<file path="config.mk">
export PLATFORM = sky130hd
export DESIGN_NAME = wb_port_arbiter
export DESIGN_NICKNAME = d
export VERILOG_FILES = /design/src/rtl/wb_port_arbiter.sv
export SDC_FILE = /design/constraint.sdc
export NUM_CORES = 1
export LEC_CHECK = 0
export CAP_MARGIN = 15
export CORE_ASPECT_RATIO = 0.8
export CORE_MARGIN = 10
export CORE_UTILIZATION = 45
export CTS_BUF_LIST = sky130_fd_sc_hd__clkbuf_16
export DETAILED_ROUTE_END_ITERATION = 10
export GPL_TIMING_DRIVEN = 1
export HOLD_SLACK_MARGIN = 0.03
export PLACE_DENSITY_LB_ADDON = 0.1
export SETUP_SLACK_MARGIN = 0.4
export SLEW_MARGIN = 10
export SYNTH_ARGS = -nofsm -noshare
export SYNTH_HDL_FRONTEND = slang
export SYNTH_SLANG_ARGS = --single-unit
export TNS_END_PERCENT = 100
</file>
<file path="constraint.sdc">
create_clock -name clk -period 1.84 [get_ports clk]
set_input_delay 0.368 -clock clk [delete_from_list [all_inputs] [get_ports clk]]
set_output_delay 0.368 -clock clk [all_outputs]
set_load 0.02 [all_outputs]
</file>
<file path="src/rtl/wb_port_arbiter.sv">
// Regfile write-port arbiter: MEM/WB pipeline writer has priority, LLU results wait in a
// one-entry holding register, and a starvation FSM stalls the pipeline so held results drain.
module wb_port_arbiter #(
    parameter int unsigned XLEN         = 32,
    parameter int unsigned STARVE_LIMIT = 4
) (
    input  logic            clk,
    input  logic            rst,
    input  logic            wb_we,
    input  logic [4:0]      wb_rd,
    input  logic [XLEN-1:0] wb_data,
    input  logic            llu_valid,
    output logic            llu_ready,
    input  logic [4:0]      llu_rd,
    input  logic [XLEN-1:0] llu_data,
    output logic            pipe_stall,
    output logic            rf_we,
    output logic [4:0]      rf_rd,
    output logic [XLEN-1:0] rf_wdata,
    output logic            llu_dropped
);

    localparam int unsigned CntW = $clog2(STARVE_LIMIT + 1);
    localparam logic [CntW-1:0] LimitVal = CntW'(STARVE_LIMIT);
    localparam logic [CntW-1:0] LimitM1  = CntW'(STARVE_LIMIT - 1);

    typedef enum logic [1:0] {
        StIdle,
        StWait,
        StForce
    } state_e;

    state_e          state;
    logic [CntW-1:0] starve_cnt;

    logic            h_valid;
    logic [4:0]      h_rd;
    logic [XLEN-1:0] h_data;

    logic pipe_req;
    logic grant_h;
    logic stale;
    logic accept;
    logic h_load;
    logic h_release;
    logic denied;

    assign pipe_req  = wb_we && (wb_rd != 5'd0);
    assign grant_h   = !pipe_req && h_valid;
    // The pipeline instruction targeting the same register is younger, so the held value is dead.
    assign stale     = pipe_req && h_valid && (wb_rd == h_rd);
    assign llu_ready = !h_valid && !rst;
    assign accept    = llu_valid && llu_ready;
    assign h_load    = accept && (llu_rd != 5'd0);
    assign h_release = grant_h || stale;
    assign denied    = pipe_req && h_valid && !stale;

    // Holding register and registered write port.
    always_ff @(posedge clk) begin
        if (rst) begin
            h_valid     <= 1'b0;
            h_rd        <= 5'd0;
            h_data      <= '0;
            rf_we       <= 1'b0;
            rf_rd       <= 5'd0;
            rf_wdata    <= '0;
            llu_dropped <= 1'b0;
        end else begin
            llu_dropped <= stale;

            // Load and release are exclusive: a load needs H empty, a release needs H full.
            if (h_load) begin
                h_valid <= 1'b1;
                h_rd    <= llu_rd;
                h_data  <= llu_data;
            end else if (h_release) begin
                h_valid <= 1'b0;
            end

            if (pipe_req) begin
                rf_we    <= 1'b1;
                rf_rd    <= wb_rd;
                rf_wdata <= wb_data;
            end else if (h_valid) begin
                rf_we    <= 1'b1;
                rf_rd    <= h_rd;
                rf_wdata <= h_data;
            end else begin
                rf_we <= 1'b0;
            end
        end
    end

    // Starvation FSM with registered stall output.
    always_ff @(posedge clk) begin
        if (rst) begin
            state      <= StIdle;
            starve_cnt <= '0;
            pipe_stall <= 1'b0;
        end else begin
            pipe_stall <= 1'b0;
            unique case (state)
                StIdle: begin
                    starve_cnt <= '0;
                    if (h_load) begin
                        state <= StWait;
                    end
                end
                StWait: begin
                    if (h_release) begin
                        state      <= StIdle;
                        starve_cnt <= '0;
                    end else if (denied) begin
                        if (starve_cnt != LimitVal) begin
                            starve_cnt <= starve_cnt + CntW'(1);
                        end
                        if (starve_cnt >= LimitM1) begin
                            state      <= StForce;
                            pipe_stall <= 1'b1;
                        end
                    end
                end
                StForce: begin
                    if (h_release) begin
                        state      <= StIdle;
                        starve_cnt <= '0;
                    end else begin
                        pipe_stall <= 1'b1;
                    end
                end
                default: begin
                    state      <= StIdle;
                    starve_cnt <= '0;
                end
            endcase
        end
    end

endmodule
</file>
* Word level (Yosys, flattened, before mapping)
Cells that the tools add are included.
** Word-level totals
- Bits in registers :: 83
- Input port bits :: 78
- Output and inout port bits :: 41
- Logic and storage cells :: 65
** Operators by class
- $add $sub $neg :: 1
- $lt $le $gt $ge :: 1
- Eq/ne operators :: 9
- Mux-type cells :: 24
- Reductions and logical operators :: 20
** Operators by type and width (number)
- $mux W32 :: 2
- $mux W3 :: 4
- $ne A3 B3 Y1 const B :: 4
- $mux W2 :: 5
- $mux W5 :: 2
- $reduce_bool A5 Y1 :: 2
- $logic_and A1 B1 Y1 :: 8
- $mux W1 :: 8
- $pmux W2 S3 :: 1
- $pmux W3 S2 :: 1
- $eq A5 B5 Y1 :: 1
- $logic_not A1 Y1 :: 4
- $ne A2 B2 Y1 const B :: 2
- $reduce_and A4 Y1 :: 1
- $reduce_bool A2 Y1 :: 2
- $add A3 B1 Y3 const B :: 1
- $ge A3 B2 Y1 const B :: 1
- $reduce_and A3 Y1 :: 1
- $eq A2 B1 Y1 const B :: 1
- $eq A2 B2 Y1 const B :: 1
- $logic_not A2 Y1 :: 1
- $pmux W1 S2 :: 1
- $logic_or A1 B1 Y1 :: 1

* Depth between registers and ports, before layout
Gate-level depths: netlist (run 1).
- Depth after elaboration :: 9
- Mapped depth :: 7
- Depth with buffers taken out :: 7

* Worst setup path before layout (run 1)
OpenSTA, ideal clock, no wires.
- Path kind :: input port to flip-flop
- Start :: input wb_rd[2]
- End :: register state[0]
- Arrival time :: 1644 ps
- Data required time :: 1768 ps
- Slack :: 124 ps
- Stages on the path :: 6
- Path buffers :: 1
- Cell sequence :: or4_4 o21ai_2 buf_4 a211oi_2 a211oi_2 mux2i_1
** Between the ends
- Cells in the longest elaborated chain, start to end :: 8
- Elaborated cells on any way between the ends :: 16
- Classes of those cells :: 4 x eq/ne; 2 x mux; 10 x reduce/logical
** Ends and longest elaborated chain
- from (decl) :: RTL line 10 : input logic [4:0] wb_rd,
- $reduce_bool A5 Y1 :: RTL line 48 : assign pipe_req = wb_we && (wb_rd != 5'd0);
- $logic_and A1 B1 Y1 :: RTL line 48
- $logic_and A1 B1 Y1 :: RTL line 51, 56
- $logic_and A1 B1 Y1 :: RTL line 51 : assign stale = pipe_req && h_valid && (wb_rd == h_rd);
- $logic_not A1 Y1 :: RTL line 56 : assign denied = pipe_req && h_valid && !stale;
- $logic_and A1 B1 Y1 :: RTL line 56
- $ne A3 B3 Y1 (no line)
- $reduce_and A4 Y1 (no line)
- to (signal assigned) :: RTL line 97 : state <= StIdle;
- to (signal assigned) :: RTL line 106 : state <= StWait;
- to (signal assigned) :: RTL line 111 : state <= StIdle;
- to (decl) :: RTL line 33 : state_e state;
Several ways; a longest one is shown, not always the timed one.
A chain may end at the register's enable or synchronous reset.

* Worst setup path after layout (run 1)
- Start :: register h_rd[2]
- End :: register state[1]
** Between the ends
- Cells in the longest elaborated chain, start to end :: 6
- Elaborated cells on any way between the ends :: 11
- Classes of those cells :: 4 x eq/ne; 2 x mux; 5 x reduce/logical
** Ends and longest elaborated chain
- from (decl) :: RTL line 37 : logic [4:0] h_rd;
- from (signal assigned) :: RTL line 74 : h_rd <= llu_rd;
- $eq A5 B5 Y1 (*) :: RTL line 51
- $logic_and A1 B1 Y1 (*) :: RTL line 51
- $logic_not A1 Y1 :: RTL line 56
- $logic_and A1 B1 Y1 :: RTL line 56
- $ne A3 B3 Y1 (no line)
- $reduce_and A4 Y1 (no line)
Mark *: on every way between the ends. The rest lies on a longest branch, timed or not.

==> flow_metrics.tcl, run 1 <==
set metrics [dict create \
    clock_latency_ns 0.35 \
    reg2reg_depth 6 \
    drtAntennaViolNets 0 \
    worstHoldStart "llu_rd[1]" \
    r2r_setup_slack_ns 0.07 \
    rows 28 \
    met3WireLength_mm 1.24 \
    met1_length_mm 6.41 \
    floorplan.initialDensity 0.467 \
    synth-seq-cells 83 \
    clock_tree.root_cell "clkbuf_16" \
    hold_violations 0 \
    cts_sinks 83 \
    reg2reg_to "state[1]$_SDFFE_PP0P_" \
    dr_wl_met2_mm 7.86 \
    ys_warn_count 0 \
    fmax_mhz 566 \
    ys.flop_type "dfxtp_1" \
    setup_viol 0 \
    worstHoldPathCells 3 \
    layout.nets 654 \
    grt_max_degree 49 \
    yosysTopAreaCell "dfxtp_1" \
    seqCellArea_mm2 0.00167 \
    drc 0 \
    cp_num_cells 6 \
    wl_per_cell_um 24.1 \
    async_flop_share 0 \
    place.gp.congestion 0.817 \
    critical_path_arrival_ns 1.98 \
    dieArea_mm2 0.0117 \
    status "completed" \
    route.top_layer_used "met4" \
    grtUsageTotal 0.235 \
    drive_gt1_frac 0.353 \
    cts_made_buffers 9 \
    fin_crit_ns 1.77 \
    io-pin-count 119 \
    slew_violations 0 \
    synth_area_per_cell_um2 8.76 \
    worstSetupStartpointType "flop" \
    cts_max_level 3 \
    min_period_over_period 0.961 \
    first_iter_violations 332 \
    synth_edf_count 0 \
    synth_compound_area_frac 0.172 \
    area_delta_synth_final_pct 87.4 \
    power.density_mw_per_mm2 792 \
    grt_setup_unrepaired "yes" \
    fill_cells 357 \
    vias 3933 \
    ys_seq_area_frac 0.474 \
    slew_headroom 0.600 \
    crit_chain "xor2_2, nor3_2, buf_4, a211oi_4, o31a_1, nor3_2" \
    insertedDiodeCount 0 \
    cap_violations 0 \
    yosysMostFrequentCell "dfxtp_1" \
    cp_num_buf_inv 1 \
    grt_pass1_wl_mm 22.1 \
    clock_path_buffers 2 \
    tightest_slew_ns 0.600 \
    path_delay_family "compound AO/OA/AOI/OAI gates" \
    core_area_mm2 0.00750 \
    synthCells 400 \
    holdPathEnd "h_rd[1]$_SDFFE_PP0P_" \
    die_height_um 98.9 \
    worstPathRequired_ns 2.05 \
    die_x_um 119 \
    multi_input_area_mm2 0.00233 \
    stdcell_area_mm2 0.00656 \
    placed_area_mm2 0.00489 \
    synth_top_area_frac 0.474 \
    avgViaCountPerCell 5.80 \
    yosys.area_share.simple 0.159 \
    critPathMaxFanout 3 \
    end_kind "flop" \
    synthAdderAreaFrac 0.0214 \
    grt_pass1_vias 3936 \
    regToRegStartpoint "h_rd[2]$_SDFFE_PP0P_" \
    synth_top_family_by_area "compound AO/OA/AOI/OAI gates" \
    ys_types 31 \
    clkTransAtPathRegs_ns 0.06 \
    path_common_cell "nor3_2" \
    overflow 0 \
    cts_tree "built" \
    hold_ws_ns 0.288 \
    cts_hold_buf 0 \
    crit_slowest_cell "dfxtp_1" \
    timing.hold.worst.class "in -> reg" \
    synthTopCellsByArea "dfxtp_1 (47%), mux2i_1 (11%), nand2_1 (7.9%)" \
    cp_slowest_stage_delay_ns 0.46 \
    netlist_area_mm2 0.00350 \
    fin_skew_ns 0.00856 \
    dp_hpwl_mm 7.22 \
    dr.pass1.iters 4 \
    io_buffers 118 \
    ir_worst_vdd_mv 0.641 \
    utilization 0.875 \
    synthXorXnorAreaFrac 0.0125 \
    antenna_found_initial 0 \
    crit_type "reg -> reg" \
    synth_nets 484 \
    synth_mux_area_frac 0.111 \
    netlist_top_cells_count "dfxtp_1 (83), nand2_1 (74), nor2_1 (49)" \
    wirelength_mm 16.3 \
    p_leak_nw 2.54 \
]
==> through the flow <==
| stage | cells | total power [mW] | worst slack [ns] | TNS, ns |
|---|---|---|---|---|
| floorplan | 400 | 2.49 | 0.149 | 0 |
| global placement | 615 | 2.90 | -0.439 | -25.73 |
| detailed placement | 615 | 2.91 | -0.491 | -28.16 |
| CTS | 667 | 4.96 | 0.149 | 0 |
| global route | 678 | 5.33 | 0.0284 | 0 |
| finish | 678 | 5.20 | 0.0726 | 0 |
==> worst reg2reg max path, delay by kind of cell (launching register included) <==
kind                      cells  cell delay [ns]
buffers and inverters         1             0.17
and+or+nand+nor               2             0.14
DFF                           1             0.46
AOI/OAI and AO/OA             2             0.65
xor gates and xnor gates      1             0.23
==> final cells by class <==
| class | instances | share of cell area |
|---|---|---|
| clock buffer | 9 | 0.0343 |
| clock inverter | 5 | 0.00858 |
| inverter | 8 | 0.00458 |
| multi-input combinational | 283 | 0.355 |
| sequential | 83 | 0.254 |
| tap | 105 | 0.0200 |
| timing repair buffer | 185 | 0.323 |
==> power by group <==
group	internal [mW]	total (mW)	switching, mW
sequential	1.91	2.00	0.0915
combinational	0.702	1.41	0.703
clock	1.03	1.79	0.757
total	3.65	5.20	1.55
==> per-layer routing <==
layer	global-route usage	vias to the layer above
li1	-	1718
met1	0.285	1908
met2	0.387	232
met3	0.0798	75
met4	0.0694	0
met5	0	-
==> logic make-up (layout without fill, tap and decap cells) <==
logic type,Yosys count,count (layout)
AO/OA/AOI/OAI,93,96
XOR/XNOR,5,5
adder cells (fa/ha/maj),6,6
buffers and inverters,37,207
flip-flops,83,83
multiplexers,39,39
AND/OR/NAND/NOR,137,137
==> how the worst max path moves through the flow <==
stage                           from                   endpoint  slack [ns]
2_1_floorplan               wb_rd[2]      state[1]$_SDFFE_PP0P_        0.15
4_1_cts                     wb_rd[1]  rf_wdata[15]$_SDFFE_PP0P_        0.15
6_report        h_rd[2]$_SDFFE_PP0P_      state[1]$_SDFFE_PP0P_        0.07
3_3_place_gp                wb_rd[2]      state[0]$_SDFFE_PP0P_       -0.44
5_1_grt        state[1]$_SDFFE_PP0P_      state[1]$_SDFFE_PP0P_        0.03
3_5_place_dp                wb_rd[2]      state[0]$_SDFFE_PP0P_       -0.49
==> cell usage in the layout (no fill, tap or decap), types with 4 or more instances in the layout <==
| master | Yosys | routed |
|---|---|---|
| mux2i_1 | 39 | 39 |
| nand2_4 | 0 | 8 |
| nand2b_1 | 4 | 4 |
| nor2_1 | 49 | 20 |
| dlygate4sd2_1 | 0 | 37 |
| a21oi_1 | 43 | 27 |
| nor2_4 | 0 | 23 |
| buf_12 | 0 | 12 |
| nand2_1 | 74 | 61 |
| buf_2 | 10 | 6 |
| a21oi_2 | 0 | 15 |
| dfxtp_1 | 83 | 81 |
| buf_4 | 5 | 26 |
| buf_16 | 0 | 13 |
| a211oi_1 | 36 | 6 |
| a211oi_2 | 2 | 29 |
| ha_1 | 6 | 6 |
| buf_6 | 0 | 13 |
| o21a_4 | 0 | 4 |
| buf_8 | 0 | 4 |
| nor2_2 | 0 | 6 |
| nand2_2 | 0 | 5 |
| clkbuf_16 | 0 | 11 |
| clkdlybuf4s15_1 | 0 | 5 |
| clkdlybuf4s50_1 | 0 | 65 |
| inv_1 | 8 | 8 |
==> sequential cells by signal, indices dropped and copies added, names as in the netlist <==
name	count
llu_dropped	1
rf_wdata	32
h_valid	1
h_rd	5
rf_rd	5
starve_cnt	3
state	2
h_data	32
rf_we	1
pipe_stall	1
==> what timing repair did <==
| action | CTS | global route |
|---|---|---|
| gates resized for setup | 215 | 51 |
| endpoints found under the setup margin | 124 | 82 |
| cloned | 16 | 2 |
| pin swaps | 49 | 29 |
| setup buffers | 22 | 9 |
Power figures use the tool's default switching activity.
==> run 2, diff against run 1 <==
- REMOVE_ABC_BUFFERS: not set -> 1
==> flow_metrics.tcl, run 2 (same netlist as run 1, synthesis figures left out) <==
set metrics [dict create \
    layout.nets 649 \
    critPathMaxFanout 6 \
    final_common_cell "dfxtp_1" \
    clkPwrFrac 0.372 \
    first_iter_violations 245 \
    overflow 0 \
    cts_made_buffers 9 \
    dr_wl_met2_mm 7.92 \
    setup_ws_ns 0.130 \
    fin_crit_ns 1.71 \
    worstHoldStart "llu_rd[1]" \
    dieArea_mm2 0.0117 \
    holdPathEnd "h_rd[1]$_SDFFE_PP0P_" \
    clock_tree.root_cell "clkbuf_16" \
    clkTransAtPathRegs_ns 0.07 \
    insertedDiodeCount 0 \
    area_delta_synth_final_pct 86.1 \
    placed_area_mm2 0.00494 \
    utilization 0.869 \
    switching_share 0.289 \
    cp_slowest_stage_delay_ns 0.54 \
    reg2reg_depth 8 \
    stdcell_area_mm2 0.00652 \
    drtAntennaViolNets 0 \
    cap_violations 0 \
    crit_type "in -> reg" \
    io_buffers 118 \
    route.top_layer_used "met4" \
    place.gp.congestion 0.856 \
    cell_internal_pwr_mw 3.77 \
    combPwrFrac 0.250 \
    p_sw_mw 1.53 \
    tightest_slew_ns 0.828 \
    worstSetupStartpointType "primary input" \
    slew_violations 0 \
    cts_max_level 3 \
    dp_slack_ns -0.434 \
    hold_violations 0 \
    r2r_setup_slack_ns 0.19 \
    grt_max_degree 63 \
    avgViaCountPerCell 5.68 \
    met1_length_mm 6.04 \
    cts_hold_buf 0 \
    grt_pass1_wl_mm 21.6 \
    drive_gt1_frac 0.353 \
    power.density_mw_per_mm2 814 \
    min_period_over_period 0.929 \
    end_kind "flop" \
    reg2reg_to "h_data[21]$_SDFFE_PP0P_" \
    status "completed" \
    dp_hpwl_mm 7.66 \
    grtUsageTotal 0.229 \
    antenna_found_initial 0 \
    grt_pass1_vias 3992 \
    setup_tns_ns 0 \
    clock_latency_ns 0.34 \
    p_leak_nw 2.58 \
    worstPathRequired_ns 2.10 \
    fill_cells 386 \
    floorplan.initialDensity 0.467 \
    wirelength_mm 15.7 \
    fin_skew_ns 0.00680 \
    regToRegStartpoint "h_valid$_SDFFE_PP0P_" \
    met3WireLength_mm 1.21 \
    crit_chain "buf_6, or4_4, o21ai_4, buf_12, buf_12, buf_16, buf_6, nor2_4, a211oi_2" \
    dr.pass1.iters 4 \
    crit_slowest_cell "or4_4" \
    timing.hold.worst.class "in -> reg" \
    worstHoldPathCells 3 \
    setup_viol 0 \
    core_area_mm2 0.00750 \
    cts_sinks 83 \
    die_height_um 98.9 \
    wl_per_cell_um 23.3 \
    layout_common_cells "dfxtp_1 (82), clkdlybuf4s50_1 (66), nand2_1 (46), mux2i_1 (39)" \
    grt_setup_unrepaired "yes" \
    crit_start "wb_rd[0]" \
    vias 3834 \
    clock_path_buffers 2 \
    fmax_mhz 585 \
    cts_tree "built" \
    io-pin-count 119 \
    drc 0 \
    reg_top3 "h_data (32), rf_wdata (32)" \
    die_x_um 119 \
    ir_worst_vdd_mv 0.749 \
    p_seq_frac 0.377 \
    slew_headroom 0.448 \
    critical_path_arrival_ns 1.97 \
    rows 28 \
]
run 2: cell types whose count changed in the layout (fill, tap and decap cells not counted), moves of 4 or more:
cell / change
a211oi_2: +4
a21oi_1: +6
a21oi_2: -6
buf_4: -4
dlygate4sd2_1: -5
nand2_1: -15
nand2_2: +10
nand2_4: +5
nor2_1: +4
nor2_4: -6
run 2: power by group through the flow:
stage	combinational [mW]	sequential, mW	clock [mW]
global placement	0.888	2.02	0
global route	1.39	2.01	2.05
floorplan	0.330	2.10	0
CTS	1.18	1.98	1.96
finish	1.33	2.00	1.98
detailed placement	0.901	2.02	0
run 2: worst max path at each step:
stage                                end  slack [ns]
4_1_cts        rf_wdata[15]$_SDFFE_PP0P_        0.18
2_1_floorplan      state[1]$_SDFFE_PP0P_       -1.55
3_3_place_gp       state[0]$_SDFFE_PP0P_       -0.35
5_1_grt         rf_wdata[5]$_SDFFE_PP0P_        0.11
3_5_place_dp   rf_wdata[15]$_SDFFE_PP0P_       -0.43
6_report        rf_wdata[5]$_SDFFE_PP0P_        0.13
run 2: critical path, delay by kind of cell:
kind                   cells  cell delay (ns)
AO/OA/AOI/OAI              2             0.43
buffers and inverters      5             0.58
AND/OR/NAND/NOR            2             0.57
run 2: layer usage:
layer,up-vias,GRT usage
met4,0,0.0909
li1,1718,-
met2,210,0.391
met5,-,0
met1,1860,0.264
met3,46,0.0673
run 2: final cells by class:
| type | instances | area (µm²) | area share |
|---|---|---|---|
| Inverter | 8 | 30.0 | 0.00461 |
| Clock inverter | 7 | 92.6 | 0.0142 |
| Timing Repair Buffer | 183 | 2140 | 0.328 |
| Clock buffer | 9 | 225 | 0.0346 |
| Tap cell | 105 | 131 | 0.0202 |
| Multi-Input combinational cell | 280 | 2240 | 0.343 |
| Sequential cell | 83 | 1660 | 0.255 |
run 2: what timing repair did:
action,CTS,global route
gates cloned,13,2
pin swaps,53,37
setup endpoints to repair,124,91
setup buffers,12,10
gates resized for setup,197,65
run 2: stage by stage:
stage | hold slack (ns) | total power [mW] | instances
global placement | 0.441 | 2.91 | 622
finish | 0.300 | 5.30 | 675
detailed placement | 0.446 | 2.92 | 622
floorplan | 0.430 | 2.43 | 371
CTS | 0.275 | 5.13 | 663
global route | 0.317 | 5.44 | 675
==> run 3, diff against run 2 <==
- HOLD_SLACK_MARGIN: 0.03 -> not set
==> results of run 3 <==
Same layout as run 2: the final DEF is identical, and so are final timing and power.
==> RTL edit, RTL diff (flow settings as in run 1) <==
Encoding of `state_e`: now one-hot (3 bits for 3 states).
--- a/src/rtl/wb_port_arbiter.sv
+++ b/src/rtl/wb_port_arbiter.sv
@@ -25,8 +25,8 @@
     localparam logic [CntW-1:0] LimitM1  = CntW'(STARVE_LIMIT - 1);
 
-    typedef enum logic [1:0] {
-        StIdle,
-        StWait,
-        StForce
+    typedef enum logic [2:0] {
+        StIdle  = 3'b001,
+        StWait  = 3'b010,
+        StForce = 3'b100
     } state_e;
 
Check against the original RTL: same outputs for any inputs over 4 cycles, from zero or initial values and one cycle with rst high; so few cycles prove little.
==> RTL edit against run 1 <==
  * Core utilization down 5.2 points
  * Power fell by 5.0%
  * Wire length is 13% lower
  * Critical path type is now in2reg
  * Critical endpoint is now state[2]
  * Largest cell class is now non-clock buffers
  * Hold slack worse by 0.0035 ns
  * Cell area down 0.74%
  * Setup slack improved by 0.18 ns
  * Synthesized area increased by 4.4%
  * Sequential cell count up 1
  * Largest power group unchanged
==> RTL edit: results <==
export IMPL_outcome="complete, no violations"
export IMPL_rr_worst_depth=7
export IMPL_r2r_start="h_valid"
export IMPL_vdd_drop_max_uv=498.6
export IMPL_use_met2_pct=35.91
export IMPL_crit_slowest_cell="or4_4"
export IMPL_grt_max_degree=64
export IMPL_comb_power_share_pct=23.2
export IMPL_relSlewSlack_pct=38.11
export IMPL_dpl_hpwl_mm=7.629
export IMPL_crit_start="wb_rd[3]"
export IMPL_dr_first_iter_drc_count=166
export IMPL_rrSetupSlack_ns=0.27
export IMPL_vias=3632
export IMPL_synthDistinctLibCells=36
export IMPL_yosysSeqAreaShare_pct=45.98
export IMPL_netlist_area_sq_mm=0.003657
export IMPL_r2r_end="state[0]"
export IMPL_wl_met1_mm=5.787
export IMPL_worstPathArrival_ns=1.83
export IMPL_crit_path_end="state[2]"
export IMPL_p_leak_nw=2.528
export IMPL_grt_first_pass_wirelength_mm=20.28
export IMPL_crit_family="simple AND/OR/NAND/NOR gates"
export IMPL_cpPeakStageDelay_ns=0.55
==> RTL edit: timing repair <==
| action | 4_1_cts | 5_1_grt |
|---|---|---|
| resized for setup | 156 | 68 |
| setup buffers | 22 | 6 |
| pin swaps | 50 | 40 |
| setup endpoints to repair | 125 | 87 |
| gates cloned | 13 | 3 |
==> RTL edit: per-stage QoR <==
step                      setup TNS, ns  cell area (sq um)  util, %  std cells
after floorplan                       0               3714        -        390
after global placement           -21.00               5084    64.27        612
after detailed placement         -23.74               5084    64.27        612
after CTS                             0               6165    77.93        663
after global routing                  0               6514    82.35        672
final                                 0               6514    82.35        672
==> RTL edit: final cells by class <==
| cell class | count | area (sq um) | area share (%) |
|---|---|---|---|
| repair buffers | 187 | 2197 | 33.73 |
| multi-input cells | 273 | 2187 | 33.58 |
| flip-flops and latches | 84 | 1688 | 25.91 |
| clock buffers | 9 | 225.2 | 3.458 |
| well taps | 108 | 135.1 | 2.075 |
| clock inverters | 7 | 66.31 | 1.018 |
| inverters | 4 | 15.01 | 0.2305 |
==> RTL edit: cells by family (layout without fill, tap and decap cells) <==
family / Yosys count / count (layout) / synth area share (%)
buffers and inverters: 33 / 207 / 5.234
xor gates and xnor gates: 6 / 6 / 1.437
muxes: 37 / 37 / 10.20
adders and majority gates: 3 / 3 / 1.026
AOI/OAI and AO/OA: 97 / 97 / 21.35
and+or+nand+nor: 130 / 130 / 14.78
DFF: 84 / 84 / 45.98
==> RTL edit: worst min path at each step <==
stage	startpoint	slack [ns]	endpoint	depth (start not counted)
detailed placement	h_data[9]	0.45	h_data[9]	2
floorplan	h_data[0]	0.44	h_data[0]	2
global route	rst	0.29	h_rd[3]	2
finish	rst	0.28	h_rd[3]	2
CTS	rst	0.28	rf_rd[2]	2
global placement	h_data[16]	0.44	h_data[16]	2
